### config.mk
export PLATFORM = sky130hd
export DESIGN_NAME = cache_axi_bridge_flat
export DESIGN_NICKNAME = d
export VERILOG_FILES = /design/src/rtl/cache_axi_pkg.sv /design/src/rtl/cache_axi_bridge_if.sv /design/src/rtl/cache_axi_bridge_rr_arbiter.sv /design/src/rtl/cache_axi_bridge.sv /design/src/flat_wrapper.sv
export SDC_FILE = /design/constraint.sdc
export NUM_CORES = 1
export LEC_CHECK = 0
export BUFFER_PORTS_ARGS = -buffer_cell sky130_fd_sc_hd__buf_2
export CORE_AREA = 10 10 251 253
export CTS_CLUSTER_SIZE = 12
export DETAILED_ROUTE_END_ITERATION = 7
export DIE_AREA = 0 0 261 263
export PLACE_DENSITY = 0.54
export SLEW_MARGIN = 20
export SYNTH_ARGS = -nofsm -noshare
export SYNTH_HDL_FRONTEND = slang
export SYNTH_SLANG_ARGS = --single-unit
### constraint.sdc
create_clock -name clk -period 10.2 [get_ports clk]
set_input_delay 0.51 -clock clk [delete_from_list [all_inputs] [get_ports clk]]
set_output_delay 0.51 -clock clk [all_outputs]
set_load 0.02 [all_outputs]
### src/rtl/cache_axi_pkg.sv
// Shared definitions for the cache-to-AXI bridge.
// Contents: request type encodings, write FSM state enum, fixed AXI field
// values, and helpers that turn a request type into AXI len/size fields.
package cache_axi_pkg;

  localparam logic [2:0] T_BYTE = 3'd0;
  localparam logic [2:0] T_HALF = 3'd1;
  localparam logic [2:0] T_WORD = 3'd2;
  localparam logic [2:0] T_LINE = 3'd4;

  localparam logic [1:0] BURST_INCR = 2'b01;
  localparam logic [2:0] SIZE_WORD  = 3'd2;

  typedef enum logic [1:0] {
    W_IDLE = 2'd0,
    W_AW   = 2'd1,
    W_DATA = 2'd2,
    W_RESP = 2'd3
  } wstate_e;

  // Line requests burst the whole line; everything else is a single beat.
  function automatic logic [7:0] req_len(input logic [2:0] t, input int unsigned line_words);
    if (t == T_LINE) begin
      req_len = 8'(line_words - 32'd1);
    end else begin
      req_len = 8'd0;
    end
  endfunction

  // Line beats are always full words; sub-line requests carry their size in type[1:0].
  function automatic logic [2:0] req_size(input logic [2:0] t);
    if (t == T_LINE) begin
      req_size = SIZE_WORD;
    end else begin
      req_size = {1'b0, t[1:0]};
    end
  endfunction

endpackage

### src/rtl/cache_axi_bridge_if.sv
// AXI3 master bus bundle used between the bridge and the memory side.
// Signals: ar*/r* read channels, aw*/w*/b* write channels, 4-bit IDs,
// 32-bit address/data. Modport master = bridge side, slave = memory side.
interface cache_axi_bridge_if;
  logic [3:0]  arid;
  logic [31:0] araddr;
  logic [7:0]  arlen;
  logic [2:0]  arsize;
  logic [1:0]  arburst;
  logic [1:0]  arlock;
  logic [3:0]  arcache;
  logic [2:0]  arprot;
  logic        arvalid;
  logic        arready;
  logic [3:0]  rid;
  logic [31:0] rdata;
  logic [1:0]  rresp;
  logic        rlast;
  logic        rvalid;
  logic        rready;
  logic [3:0]  awid;
  logic [31:0] awaddr;
  logic [7:0]  awlen;
  logic [2:0]  awsize;
  logic [1:0]  awburst;
  logic [1:0]  awlock;
  logic [3:0]  awcache;
  logic [2:0]  awprot;
  logic        awvalid;
  logic        awready;
  logic [3:0]  wid;
  logic [31:0] wdata;
  logic [3:0]  wstrb;
  logic        wlast;
  logic        wvalid;
  logic        wready;
  logic [3:0]  bid;
  logic [1:0]  bresp;
  logic        bvalid;
  logic        bready;

  modport master (
    output arid, araddr, arlen, arsize, arburst, arlock, arcache, arprot, arvalid,
    input  arready,
    input  rid, rdata, rresp, rlast, rvalid,
    output rready,
    output awid, awaddr, awlen, awsize, awburst, awlock, awcache, awprot, awvalid,
    input  awready,
    output wid, wdata, wstrb, wlast, wvalid,
    input  wready,
    input  bid, bresp, bvalid,
    output bready
  );

  modport slave (
    input  arid, araddr, arlen, arsize, arburst, arlock, arcache, arprot, arvalid,
    output arready,
    output rid, rdata, rresp, rlast, rvalid,
    input  rready,
    input  awid, awaddr, awlen, awsize, awburst, awlock, awcache, awprot, awvalid,
    output awready,
    input  wid, wdata, wstrb, wlast, wvalid,
    output wready,
    output bid, bresp, bvalid,
    input  bready
  );
endinterface

### src/rtl/cache_axi_bridge_rr_arbiter.sv
// Round-robin arbiter: picks the first requester at or after ptr.
// Ports: req (N requests), ptr (search start) in; grant (one-hot),
// grant_idx (binary index of grant) and grant_vld (any grant) out.
module rr_arbiter #(
  parameter int N  = 2,
  parameter int PW = (N > 1) ? $clog2(N) : 1
) (
  input  logic [N-1:0]  req,
  input  logic [PW-1:0] ptr,
  output logic [N-1:0]  grant,
  output logic [PW-1:0] grant_idx,
  output logic          grant_vld
);

  // Scan N positions starting at ptr, wrapping, and keep the first hit.
  always_comb begin
    int idx_s;
    logic [PW-1:0] sel_s;
    grant     = '0;
    grant_idx = '0;
    grant_vld = 1'b0;
    idx_s     = 0;
    sel_s     = '0;
    for (int off = 0; off < N; off++) begin
      idx_s = int'(ptr) + off;
      if (idx_s >= N) begin
        idx_s = idx_s - N;
      end else begin
        idx_s = idx_s;
      end
      sel_s = PW'(idx_s);
      if (!grant_vld && req[sel_s]) begin
        grant[sel_s] = 1'b1;
        grant_idx    = sel_s;
        grant_vld    = 1'b1;
      end else begin
        grant_vld = grant_vld;
      end
    end
  end

endmodule

### src/rtl/cache_axi_bridge.sv
// Cache-to-AXI3 bridge for NUM_PORTS cache clients.
// Ports: clk, reset (async, active-high); per-client read request/accept
// (rd_*), read return (ret_*, shared ret_data), per-client write
// request/accept (wr_*); axi = AXI3 master bus. Reads are issued through a
// single AR register with one outstanding read per client (id = client);
// writes go through a single line buffer driven by a 4-state FSM. Reads that
// hit the line held in the write buffer wait until the write completes.
module cache_axi_bridge
  import cache_axi_pkg::*;
#(
  parameter int NUM_PORTS  = 2,
  parameter int LINE_WORDS = 4,
  parameter int LINE_LSB   = $clog2(LINE_WORDS * 4)
) (
  input  logic                             clk,
  input  logic                             reset,
  input  logic [NUM_PORTS-1:0]             rd_req,
  input  logic [3*NUM_PORTS-1:0]           rd_type,
  input  logic [32*NUM_PORTS-1:0]          rd_addr,
  output logic [NUM_PORTS-1:0]             rd_rdy,
  output logic [NUM_PORTS-1:0]             ret_valid,
  output logic [NUM_PORTS-1:0]             ret_last,
  output logic [31:0]                      ret_data,
  input  logic [NUM_PORTS-1:0]             wr_req,
  input  logic [3*NUM_PORTS-1:0]           wr_type,
  input  logic [32*NUM_PORTS-1:0]          wr_addr,
  input  logic [4*NUM_PORTS-1:0]           wr_wstrb,
  input  logic [32*LINE_WORDS*NUM_PORTS-1:0] wr_data,
  output logic [NUM_PORTS-1:0]             wr_rdy,
  cache_axi_bridge_if.master               axi
);

  localparam int PW     = (NUM_PORTS > 1) ? $clog2(NUM_PORTS) : 1;
  localparam int BEAT_W = $clog2(LINE_WORDS);
  localparam int LW_BITS = 32 * LINE_WORDS;

  // ---------------- read path ----------------
  logic [NUM_PORTS-1:0] outstanding_r;
  logic [NUM_PORTS-1:0] hazard_s;
  logic [NUM_PORTS-1:0] rd_elig_s;
  logic [NUM_PORTS-1:0] rd_grant_s;
  logic [PW-1:0]        rd_idx_s;
  logic                 rd_vld_s;
  logic [PW-1:0]        rr_rd_r;
  logic                 arvalid_r;
  logic [31:0]          araddr_r;
  logic [7:0]           arlen_r;
  logic [2:0]           arsize_r;
  logic [3:0]           arid_r;
  logic [2:0]           rd_sel_type_s;

  // ---------------- write path ----------------
  wstate_e              wstate_r;
  wstate_e              wstate_s;
  logic [NUM_PORTS-1:0] wr_elig_s;
  logic [NUM_PORTS-1:0] wr_grant_s;
  logic [PW-1:0]        wr_idx_s;
  logic                 wr_vld_s;
  logic [PW-1:0]        rr_wr_r;
  logic [31:0]          wbuf_addr_r;
  logic [2:0]           wbuf_type_r;
  logic [3:0]           wbuf_strb_r;
  logic [LW_BITS-1:0]   wbuf_data_r;
  logic [PW-1:0]        wbuf_id_r;
  logic [BEAT_W-1:0]    beat_r;
  logic [7:0]           wlen_s;
  logic                 awvalid_s;
  logic                 wvalid_s;
  logic                 wlast_s;
  logic                 bready_s;

  logic unused_s;
  assign unused_s = ^{axi.rresp, axi.bresp, axi.bid};

  // A client may compete for AR only if the AR slot is free, it has no read in
  // flight, and its line is not the one sitting in the write buffer.
  always_comb begin
    hazard_s  = '0;
    rd_elig_s = '0;
    for (int i = 0; i < NUM_PORTS; i++) begin
      hazard_s[i]  = (wstate_r != W_IDLE) &&
                     (rd_addr[32*i+LINE_LSB +: 32-LINE_LSB] == wbuf_addr_r[31:LINE_LSB]);
      rd_elig_s[i] = rd_req[i] & ~outstanding_r[i] & ~hazard_s[i] & ~arvalid_r & ~reset;
    end
  end

  rr_arbiter #(.N(NUM_PORTS), .PW(PW)) u_rd_arb (
    .req       (rd_elig_s),
    .ptr       (rr_rd_r),
    .grant     (rd_grant_s),
    .grant_idx (rd_idx_s),
    .grant_vld (rd_vld_s)
  );

  assign rd_rdy        = rd_grant_s;
  assign rd_sel_type_s = rd_type[3*rd_idx_s +: 3];

  // AR register, read pointer and per-client outstanding bits.
  always_ff @(posedge clk or posedge reset) begin
    if (reset) begin
      arvalid_r     <= 1'b0;
      araddr_r      <= 32'd0;
      arlen_r       <= 8'd0;
      arsize_r      <= 3'd0;
      arid_r        <= 4'd0;
      rr_rd_r       <= '0;
      outstanding_r <= '0;
    end else begin
      if (rd_vld_s) begin
        arvalid_r <= 1'b1;
        araddr_r  <= rd_addr[32*rd_idx_s +: 32];
        arlen_r   <= req_len(rd_sel_type_s, LINE_WORDS);
        arsize_r  <= req_size(rd_sel_type_s);
        arid_r    <= 4'(rd_idx_s);
        rr_rd_r   <= (rd_idx_s == PW'(NUM_PORTS - 1)) ? '0 : rd_idx_s + PW'(1);
      end else if (arvalid_r && axi.arready) begin
        arvalid_r <= 1'b0;
      end
      for (int i = 0; i < NUM_PORTS; i++) begin
        if (rd_grant_s[i]) begin
          outstanding_r[i] <= 1'b1;
        end else if (axi.rvalid && axi.rlast && (axi.rid == 4'(i))) begin
          outstanding_r[i] <= 1'b0;
        end
      end
    end
  end

  // Read beats are steered to the client whose id matches rid.
  always_comb begin
    ret_valid = '0;
    ret_last  = '0;
    for (int i = 0; i < NUM_PORTS; i++) begin
      if (axi.rvalid && (axi.rid == 4'(i)) && !reset) begin
        ret_valid[i] = 1'b1;
        ret_last[i]  = axi.rlast;
      end else begin
        ret_valid[i] = 1'b0;
        ret_last[i]  = 1'b0;
      end
    end
  end

  assign ret_data = axi.rdata;

  // ---------------- write arbitration and buffer ----------------
  assign wr_elig_s = wr_req & {NUM_PORTS{(wstate_r == W_IDLE) && !reset}};

  rr_arbiter #(.N(NUM_PORTS), .PW(PW)) u_wr_arb (
    .req       (wr_elig_s),
    .ptr       (rr_wr_r),
    .grant     (wr_grant_s),
    .grant_idx (wr_idx_s),
    .grant_vld (wr_vld_s)
  );

  assign wr_rdy = wr_grant_s;

  // Write FSM state register.
  always_ff @(posedge clk or posedge reset) begin
    if (reset) begin
      wstate_r <= W_IDLE;
    end else begin
      wstate_r <= wstate_s;
    end
  end

  // Write FSM next-state logic.
  always_comb begin
    wstate_s = wstate_r;
    case (wstate_r)
      W_IDLE:  if (wr_vld_s)                 wstate_s = W_AW;   else wstate_s = W_IDLE;
      W_AW:    if (axi.awready)              wstate_s = W_DATA; else wstate_s = W_AW;
      W_DATA:  if (axi.wready && wlast_s)    wstate_s = W_RESP; else wstate_s = W_DATA;
      W_RESP:  if (axi.bvalid)               wstate_s = W_IDLE; else wstate_s = W_RESP;
      default: wstate_s = W_IDLE;
    endcase
  end

  // Write FSM outputs: channel valids/ready follow the state directly.
  always_comb begin
    awvalid_s = 1'b0;
    wvalid_s  = 1'b0;
    bready_s  = 1'b0;
    wlast_s   = 1'b0;
    case (wstate_r)
      W_AW:    awvalid_s = 1'b1;
      W_DATA: begin
        wvalid_s = 1'b1;
        wlast_s  = (8'(beat_r) == wlen_s);
      end
      W_RESP:  bready_s = 1'b1;
      default: begin
        awvalid_s = 1'b0;
        wvalid_s  = 1'b0;
      end
    endcase
  end

  // Write buffer capture, write pointer and beat counter.
  always_ff @(posedge clk or posedge reset) begin
    if (reset) begin
      rr_wr_r     <= '0;
      wbuf_addr_r <= 32'd0;
      wbuf_type_r <= 3'd0;
      wbuf_strb_r <= 4'd0;
      wbuf_data_r <= '0;
      wbuf_id_r   <= '0;
      beat_r      <= '0;
    end else begin
      if (wr_vld_s) begin
        wbuf_addr_r <= wr_addr[32*wr_idx_s +: 32];
        wbuf_type_r <= wr_type[3*wr_idx_s +: 3];
        wbuf_strb_r <= wr_wstrb[4*wr_idx_s +: 4];
        wbuf_data_r <= wr_data[LW_BITS*wr_idx_s +: LW_BITS];
        wbuf_id_r   <= wr_idx_s;
        rr_wr_r     <= (wr_idx_s == PW'(NUM_PORTS - 1)) ? '0 : wr_idx_s + PW'(1);
      end
      if ((wstate_r == W_AW) && axi.awready) begin
        beat_r <= '0;
      end else if ((wstate_r == W_DATA) && axi.wready) begin
        beat_r <= beat_r + BEAT_W'(1);
      end
    end
  end

  assign wlen_s = req_len(wbuf_type_r, LINE_WORDS);

  // ---------------- AXI outputs ----------------
  assign axi.arid    = arid_r;
  assign axi.araddr  = araddr_r;
  assign axi.arlen   = arlen_r;
  assign axi.arsize  = arsize_r;
  assign axi.arburst = BURST_INCR;
  assign axi.arlock  = 2'd0;
  assign axi.arcache = 4'd0;
  assign axi.arprot  = 3'd0;
  assign axi.arvalid = arvalid_r;
  assign axi.rready  = 1'b1;

  assign axi.awid    = 4'(wbuf_id_r);
  assign axi.awaddr  = wbuf_addr_r;
  assign axi.awlen   = wlen_s;
  assign axi.awsize  = req_size(wbuf_type_r);
  assign axi.awburst = BURST_INCR;
  assign axi.awlock  = 2'd0;
  assign axi.awcache = 4'd0;
  assign axi.awprot  = 3'd0;
  assign axi.awvalid = awvalid_s;

  assign axi.wid    = 4'(wbuf_id_r);
  assign axi.wdata  = wbuf_data_r[32*beat_r +: 32];
  assign axi.wstrb  = (wbuf_type_r == T_LINE) ? 4'hF : wbuf_strb_r;
  assign axi.wlast  = wlast_s;
  assign axi.wvalid = wvalid_s;
  assign axi.bready = bready_s;

endmodule

### src/flat_wrapper.sv
// flat-port wrapper written by rule: the top's interface ports become plain ports
module cache_axi_bridge_flat import cache_axi_pkg::*;
#(
  parameter int NUM_PORTS  = 2,
  parameter int LINE_WORDS = 4,
  parameter int LINE_LSB   = $clog2(LINE_WORDS * 4)
)
  (clk, reset, rd_req, rd_type, rd_addr, rd_rdy, ret_valid, ret_last, ret_data, wr_req, wr_type, wr_addr, wr_wstrb, wr_data, wr_rdy, axi_arid, axi_araddr, axi_arlen, axi_arsize, axi_arburst, axi_arlock, axi_arcache, axi_arprot, axi_arvalid, axi_arready, axi_rid, axi_rdata, axi_rresp, axi_rlast, axi_rvalid, axi_rready, axi_awid, axi_awaddr, axi_awlen, axi_awsize, axi_awburst, axi_awlock, axi_awcache, axi_awprot, axi_awvalid, axi_awready, axi_wid, axi_wdata, axi_wstrb, axi_wlast, axi_wvalid, axi_wready, axi_bid, axi_bresp, axi_bvalid, axi_bready);
  cache_axi_bridge_if axi_i ();
  input  logic clk;
  input  logic reset;
  input  logic [NUM_PORTS-1:0] rd_req;
  input  logic [3*NUM_PORTS-1:0] rd_type;
  input  logic [32*NUM_PORTS-1:0] rd_addr;
  output logic [NUM_PORTS-1:0] rd_rdy;
  output logic [NUM_PORTS-1:0] ret_valid;
  output logic [NUM_PORTS-1:0] ret_last;
  output logic [31:0] ret_data;
  input  logic [NUM_PORTS-1:0] wr_req;
  input  logic [3*NUM_PORTS-1:0] wr_type;
  input  logic [32*NUM_PORTS-1:0] wr_addr;
  input  logic [4*NUM_PORTS-1:0] wr_wstrb;
  input  logic [32*LINE_WORDS*NUM_PORTS-1:0] wr_data;
  output logic [NUM_PORTS-1:0] wr_rdy;
  output wire logic [$bits(axi_i.arid)-1:0] axi_arid;
  output wire logic [$bits(axi_i.araddr)-1:0] axi_araddr;
  output wire logic [$bits(axi_i.arlen)-1:0] axi_arlen;
  output wire logic [$bits(axi_i.arsize)-1:0] axi_arsize;
  output wire logic [$bits(axi_i.arburst)-1:0] axi_arburst;
  output wire logic [$bits(axi_i.arlock)-1:0] axi_arlock;
  output wire logic [$bits(axi_i.arcache)-1:0] axi_arcache;
  output wire logic [$bits(axi_i.arprot)-1:0] axi_arprot;
  output wire logic [$bits(axi_i.arvalid)-1:0] axi_arvalid;
  input wire logic [$bits(axi_i.arready)-1:0] axi_arready;
  input wire logic [$bits(axi_i.rid)-1:0] axi_rid;
  input wire logic [$bits(axi_i.rdata)-1:0] axi_rdata;
  input wire logic [$bits(axi_i.rresp)-1:0] axi_rresp;
  input wire logic [$bits(axi_i.rlast)-1:0] axi_rlast;
  input wire logic [$bits(axi_i.rvalid)-1:0] axi_rvalid;
  output wire logic [$bits(axi_i.rready)-1:0] axi_rready;
  output wire logic [$bits(axi_i.awid)-1:0] axi_awid;
  output wire logic [$bits(axi_i.awaddr)-1:0] axi_awaddr;
  output wire logic [$bits(axi_i.awlen)-1:0] axi_awlen;
  output wire logic [$bits(axi_i.awsize)-1:0] axi_awsize;
  output wire logic [$bits(axi_i.awburst)-1:0] axi_awburst;
  output wire logic [$bits(axi_i.awlock)-1:0] axi_awlock;
  output wire logic [$bits(axi_i.awcache)-1:0] axi_awcache;
  output wire logic [$bits(axi_i.awprot)-1:0] axi_awprot;
  output wire logic [$bits(axi_i.awvalid)-1:0] axi_awvalid;
  input wire logic [$bits(axi_i.awready)-1:0] axi_awready;
  output wire logic [$bits(axi_i.wid)-1:0] axi_wid;
  output wire logic [$bits(axi_i.wdata)-1:0] axi_wdata;
  output wire logic [$bits(axi_i.wstrb)-1:0] axi_wstrb;
  output wire logic [$bits(axi_i.wlast)-1:0] axi_wlast;
  output wire logic [$bits(axi_i.wvalid)-1:0] axi_wvalid;
  input wire logic [$bits(axi_i.wready)-1:0] axi_wready;
  input wire logic [$bits(axi_i.bid)-1:0] axi_bid;
  input wire logic [$bits(axi_i.bresp)-1:0] axi_bresp;
  input wire logic [$bits(axi_i.bvalid)-1:0] axi_bvalid;
  output wire logic [$bits(axi_i.bready)-1:0] axi_bready;
  assign axi_arid = axi_i.arid;
  assign axi_araddr = axi_i.araddr;
  assign axi_arlen = axi_i.arlen;
  assign axi_arsize = axi_i.arsize;
  assign axi_arburst = axi_i.arburst;
  assign axi_arlock = axi_i.arlock;
  assign axi_arcache = axi_i.arcache;
  assign axi_arprot = axi_i.arprot;
  assign axi_arvalid = axi_i.arvalid;
  assign axi_i.arready = axi_arready;
  assign axi_i.rid = axi_rid;
  assign axi_i.rdata = axi_rdata;
  assign axi_i.rresp = axi_rresp;
  assign axi_i.rlast = axi_rlast;
  assign axi_i.rvalid = axi_rvalid;
  assign axi_rready = axi_i.rready;
  assign axi_awid = axi_i.awid;
  assign axi_awaddr = axi_i.awaddr;
  assign axi_awlen = axi_i.awlen;
  assign axi_awsize = axi_i.awsize;
  assign axi_awburst = axi_i.awburst;
  assign axi_awlock = axi_i.awlock;
  assign axi_awcache = axi_i.awcache;
  assign axi_awprot = axi_i.awprot;
  assign axi_awvalid = axi_i.awvalid;
  assign axi_i.awready = axi_awready;
  assign axi_wid = axi_i.wid;
  assign axi_wdata = axi_i.wdata;
  assign axi_wstrb = axi_i.wstrb;
  assign axi_wlast = axi_i.wlast;
  assign axi_wvalid = axi_i.wvalid;
  assign axi_i.wready = axi_wready;
  assign axi_i.bid = axi_bid;
  assign axi_i.bresp = axi_bresp;
  assign axi_i.bvalid = axi_bvalid;
  assign axi_bready = axi_i.bready;
  cache_axi_bridge #(.NUM_PORTS(NUM_PORTS), .LINE_WORDS(LINE_WORDS), .LINE_LSB(LINE_LSB)) u_core (.clk(clk), .reset(reset), .rd_req(rd_req), .rd_type(rd_type), .rd_addr(rd_addr), .rd_rdy(rd_rdy), .ret_valid(ret_valid), .ret_last(ret_last), .ret_data(ret_data), .wr_req(wr_req), .wr_type(wr_type), .wr_addr(wr_addr), .wr_wstrb(wr_wstrb), .wr_data(wr_data), .wr_rdy(wr_rdy), .axi(axi_i));
endmodule
Yosys cells after proc, flatten, opt, wreduce, memory -nomap -nowiden
Index checks and enable logic that the tools add are counted.
- bits in registers: 221
- bits in latches: 0
- RAM bits: 0
- ROM bits: 0
- bits of input ports: 460
- output and inout port bits: 202
- logic and storage cells: 162
- memories kept: 0
- $add $sub $neg: 9
- multipliers: 2
- divide/modulo/power cells: 0
- magnitude comparators: 12
- eq/ne operators: 9
- shift-type cells: 7
- mux-type cells: 60
- bitwise operators: 17
- reduce and logical (&&, ||, !) cells: 30
- operator list (operator ; count):
    variable part select 256 x 9 -> 128 bit ; 1
    variable part select 128 x 8 -> 32 bit ; 1
    variable part select 64 x 7 -> 32 bit ; 2
    == test 28 bit ; 2
    two-way mux 1 bit ; 42
    two-way mux 2 bit ; 12
    logical AND 1 bit ; 20
    variable part select 6 x 4 -> 3 bit ; 2
    nonzero test 2 bit ; 5
    AND 1 bit ; 8
    == test 2 x 8 -> 1 bit ; 1
    less-than comparator 1 x 2 -> 1 bit, second input constant ; 4
    one-hot mux 2 bit (4 select lines) ; 1
    variable part select 8 x 4 -> 4 bit ; 1
    == test 3 bit, second input constant ; 2
    multiplier 2 x 1 -> 3 bit, first input constant ; 2
    inverter 1 bit ; 6
    adder 1 x 1 -> 2 bit, second input constant ; 2
    demux 1 bit (select 1 bit) ; 4
    == test 2 bit, second input constant ; 2
    == test 4 x 1 -> 1 bit, second input constant ; 1
    >= comparator 1 bit, second input constant ; 4
    >= comparator 1 x 2 -> 1 bit, second input constant ; 2
    >= comparator 2 bit, second input constant ; 2
    10 further kinds ; 17

Depth between registers and ports, before layout
- word-level depth: 16
- gate-level depth with buffers: 9
- depth with buffers taken out: 6

By module
A second synthesis with hierarchy kept.
- cells, all modules: 1162
- area, all modules: 11975.2 um^2
- modules (own cells, without submodules) (module ; instances ; cells an instance ; area each (um^2) ; sequential area each (um^2)):
    cache_axi_bridge ; 1 ; 1152 ; 11910.2 ; 5330.1
    rr_arbiter ; 2 ; 5 ; 32.5 ; 0.0

Worst setup path before layout
Ideal clock, no wire load.
- path type: register to output
- from: register u_core.wbuf_addr_r[19], in the netlist u_core.axi.awaddr[19]
- to: output rd_rdy[0]
- arrival: 1.888 ns
- data required time: 9.690 ns
- slack: 7.802 ns
- stages on the path, launching flop included: 9
- path buffers: 2
- path through: dfrtp_1 > xor2_1 > nor4_1 > nand4_1 > o21a_1 > a21o_1 > buf_2 > buf_2 > inv_1
- cells in the longest elaborated chain, start to end: 12
- elaborated cells between the ends (all ways): 22
- classes of those cells: eq/ne: 2; mux: 7; bitwise: 9; reduce/logical: 4
- ends and longest elaborated chain (what ; line ; RTL):
    from (decl) ; cache_axi_bridge.sv:60 ; logic [31:0] wbuf_addr_r;
    from (signal assigned) ; cache_axi_bridge.sv:212 ; wbuf_addr_r <= wr_addr[32*wr_idx_s +: 32];
    == test 28 bit ; cache_axi_bridge.sv:82 ; (rd_addr[32*i+LINE_LSB +: 32-LINE_LSB] == wbuf_addr_r[31:LINE_LSB]);
    logical AND 1 bit ; cache_axi_bridge.sv:81 ; hazard_s[i] = (wstate_r != W_IDLE) &&
    inverter 1 bit ; cache_axi_bridge.sv:83 ; rd_elig_s[i] = rd_req[i] & ~outstanding_r[i] & ~hazard_s[i] & ~arvalid_r & ~reset;
    AND 1 bit (3 in a row) ; cache_axi_bridge.sv:83 ;
    two-way mux 1 bit (not written as such) (2 in a row) ; cache_axi_bridge_rr_arbiter.sv:32 ; if (!grant_vld && req[sel_s]) begin
    two-way mux 1 bit ; cache_axi_bridge_rr_arbiter.sv:32 ;
    zero test 1 bit ; cache_axi_bridge_rr_arbiter.sv:32 ;
    logical AND 1 bit ; cache_axi_bridge_rr_arbiter.sv:32 ;
    two-way mux 2 bit (*) ; cache_axi_bridge_rr_arbiter.sv:32 ;
    to (decl) ; flat_wrapper.sv:15 ; output logic [NUM_PORTS-1:0] rd_rdy;
Mark *: on every way between the ends. The rest lies on a longest branch, timed or not. The select of a mux whose other input is x is not followed.

Worst setup path in the final report
- from: register u_core.wbuf_addr_r[29], in the netlist u_core.axi.awaddr[29]
- to: output rd_rdy[0]
The elaborated chain is that of the path after synthesis.

==> impl_metrics.toml <==
[synth]
syn-mean-instance-area_um2 = 9.94
netlist_area_um2 = 11300
synth-edff-count = 0
ys_warn_count = 0
ys_top_cells_by_count = "nand2_1, dfrtp_1, a22oi_1"
ys_ff_latch = 213
synthDominantCellAreaShare = 0.472
synth_cell_type_count = 45
syn_inst = 1137
synth.area.top_cells = "dfrtp_1, nand2_1, a22oi_1, mux4_2, buf_4"
synth_most_common_cell = "nand2_1"
synth_top_area_cell = "dfrtp_1"
synthFlopType = "dfrtp_1"
yosysSeqAreaShare = 0.472
async_flop_share = 1.00

[cells_and_area]
fillCellCount = 6342
regArea_um2 = 5340
multi_input_area_um2 = 5130
final_cells = 2395
area_delta_synth_final_pct = 35.3
drive_above_1_share = 0.406
fin_util = 0.262
final_net_count = 2063

[die]
chipWidth_um = 261
core_area_um2 = 58200
die_area_um2 = 68600
io_pins = 662
initial_utilization = 0.194
rows = 89
die_h_um = 263

[drt]
wl_per_cell_um = 22.1
drc = 0
drt-total-wl_mm = 53.0
drtIter0Drc = 625
vias = 10600
drtAntennaViolNets = 0
drt_first_pass_iters = 5
routed_via_density = 4.44

[timing]
worst_pin_slew_ps = 935
finalCritPeriodShare = 0.391
max_slew_margin = 0.376
fin_crit_ps = 3990
finalClockSkew_ps = 13.4
grt_setup_unrepaired = "false"
fmax_mhz = 251
setup_tns_ps = 0
setup_viol = 0
hold_violations = 0
slew_violations = 0

[hold_path]
hp-class = "primary input to flip-flop"

[placement]
hpwlAfterDp_mm = 40.4
io_buffer_count = 543
gp_congestion = 0.868
dp_cells = 2346

[global_routing]
grtUsageTotal = 0.145
antenna_found_initial = 9
grt_start_max_net_pins = 169
grt_pass1_wl_mm = 76.3
grt_pass1_vias = 11400
overflow = 0

[setup_path]
crit_chain = "xor2_1 > nor4_1 > nand4_1 > o21ai_0 > a21o_1 > buf_4 > inv_1 > buf_2"
worst_setup_path_end_kind = "primary output"
reg2reg_to = "u_core.wbuf_data_r[65]"
crit_arrival_ps = 3480
setup.worst_path.start = "u_core.axi.awaddr[29]"
r2r_cells = 6
critPathKind = "flip-flop to primary output"
crit_path_end = "rd_rdy[0]"
slowest_stage = "a21o_1"
reg2reg_from = "u_core.wstate_r[1]"
reg2reg_slack_ps = 7140
worst_path_largest_cell_delay_ps = 490
crit_fanout = 22
start_kind = "flip-flop"
critPathRequiredTime_ps = 9690

[clocking]
clockBufferDepth = 3
cts_buffers = 28
post_cts_resized = 0
cts_setup_buffers = 0
htree_num_levels = 1
cts_tree = "done"
cts_root_buffer = "clkbuf_16"
path_clk_slew_ps = 60
cts_sinks = 213
insertion_delay_ps = 560
cts_hold_buf = 0

[power]
internal-power_uw = 2790
p_per_area_nw_per_um2 = 318
ir_worst_vdd_uv = 178
p_sw_uw = 2070
pwr-share-seq = 0.342
comb_power_share = 0.443
clkPwrFrac = 0.216
switching_share = 0.426
p_leak_uw = 0.00762

[status]
outcome = "complete, no violations"

[run]
maxCapViolCount = 0
==> per-layer routing <==
metal,part of all wire,vias up,GRT usage,routed length (µm)
met5,0.0012,-,0,64
met2,0.48,541,0.246,25300
met3,0.11,82,0.0567,5640
met1,0.37,5167,0.159,19800
met4,0.043,10,0.0587,2300
li1,-,4838,-,-
==> worst max-delay path, delay by kind of cell, from the launching register on <==
family / cells / cell delay, ps
AO/OA/AOI/OAI: 2 / 810
flip-flops: 1 / 480
AND/OR/NAND/NOR: 2 / 740
buffers and inverters: 3 / 670
XOR/XNOR: 1 / 200
==> flip-flops by register name, indices dropped and copies added, names as in the netlist <==
signal	flops
u_core.wbuf_id_r	1
u_core.axi.arlen	1
u_core.beat_r	2
u_core.axi.araddr	32
u_core.axi.arsize	2
u_core.wbuf_type_r	3
u_core.axi.arvalid	1
u_core.wbuf_strb_r	4
u_core.axi.arid	1
u_core.rr_wr_r	1
u_core.wbuf_data_r	128
u_core.outstanding_r	2
u_core.axi.awaddr	32
u_core.wstate_r	2
u_core.rr_rd_r	1
==> power by group through the flow <==
stage	sequential [µW]	combinational (µW)	clock (µW)
finish	1660	2150	1050
global route	1720	2350	1110
CTS	1670	2200	1080
detailed placement	1680	2200	0
global placement	1670	2170	0
floorplan	1660	1320	0
==> cells in the final DEF, fill, tap and decap left out, types with 14 or more instances in the layout <==
cell,count
nand3b_1,32
xor2_1,56
clkbuf_16,29
buf_2,543
a22oi_1,167
o221a_1,29
nand2_1,339
dfrtp_1,211
buf_4,14
mux4_2,32
conb_1,46
==> cells by family after synthesis <==
logic type / share of synthesized area
AOI/OAI and AO/OA: 0.159
xor gates and xnor gates: 0.0434
buffers and inverters: 0.0916
DFF: 0.472
muxes: 0.0656
other: 0.000665
and+or+nand+nor: 0.168
==> how the worst min path moves through the flow <==
stage,from,end,slack (ps),cells past startpoint
5_1_grt,wr_addr[1],u_core.axi.awaddr[1],120,3
3_3_place_gp,u_core.axi.arid[0],u_core.axi.arid[0],470,1
2_1_floorplan,u_core.wbuf_type_r[2],u_core.wbuf_type_r[2],450,2
4_1_cts,axi_bvalid,u_core.wstate_r[1],100,2
6_report,wr_data[29],u_core.wbuf_data_r[29],140,3
3_5_place_dp,u_core.rr_wr_r,u_core.rr_wr_r,480,2
==> layout make-up <==
class                           instances  share of cell area
Sequential cell                       213               0.349
Multi-Input combinational cell        794               0.335
Timing Repair Buffer                  558               0.186
Tap cell                              773              0.0633
Clock buffer                           39              0.0539
Clock inverter                          9             0.00966
Inverter                                8             0.00246
Antenna cell                            1            0.000164
==> through the flow <==
step	hold slack (ps)	area, µm²	total power [µW]	worst slack (ps)
final	144	15300	4870	6210
after global routing	119	15300	5190	5990
after CTS	102	15300	4950	6130
after detailed placement	476	14300	3870	6630
after global placement	471	14300	3840	6640
after floorplan	454	11500	2980	3680
Power figures use the tool's default switching activity.
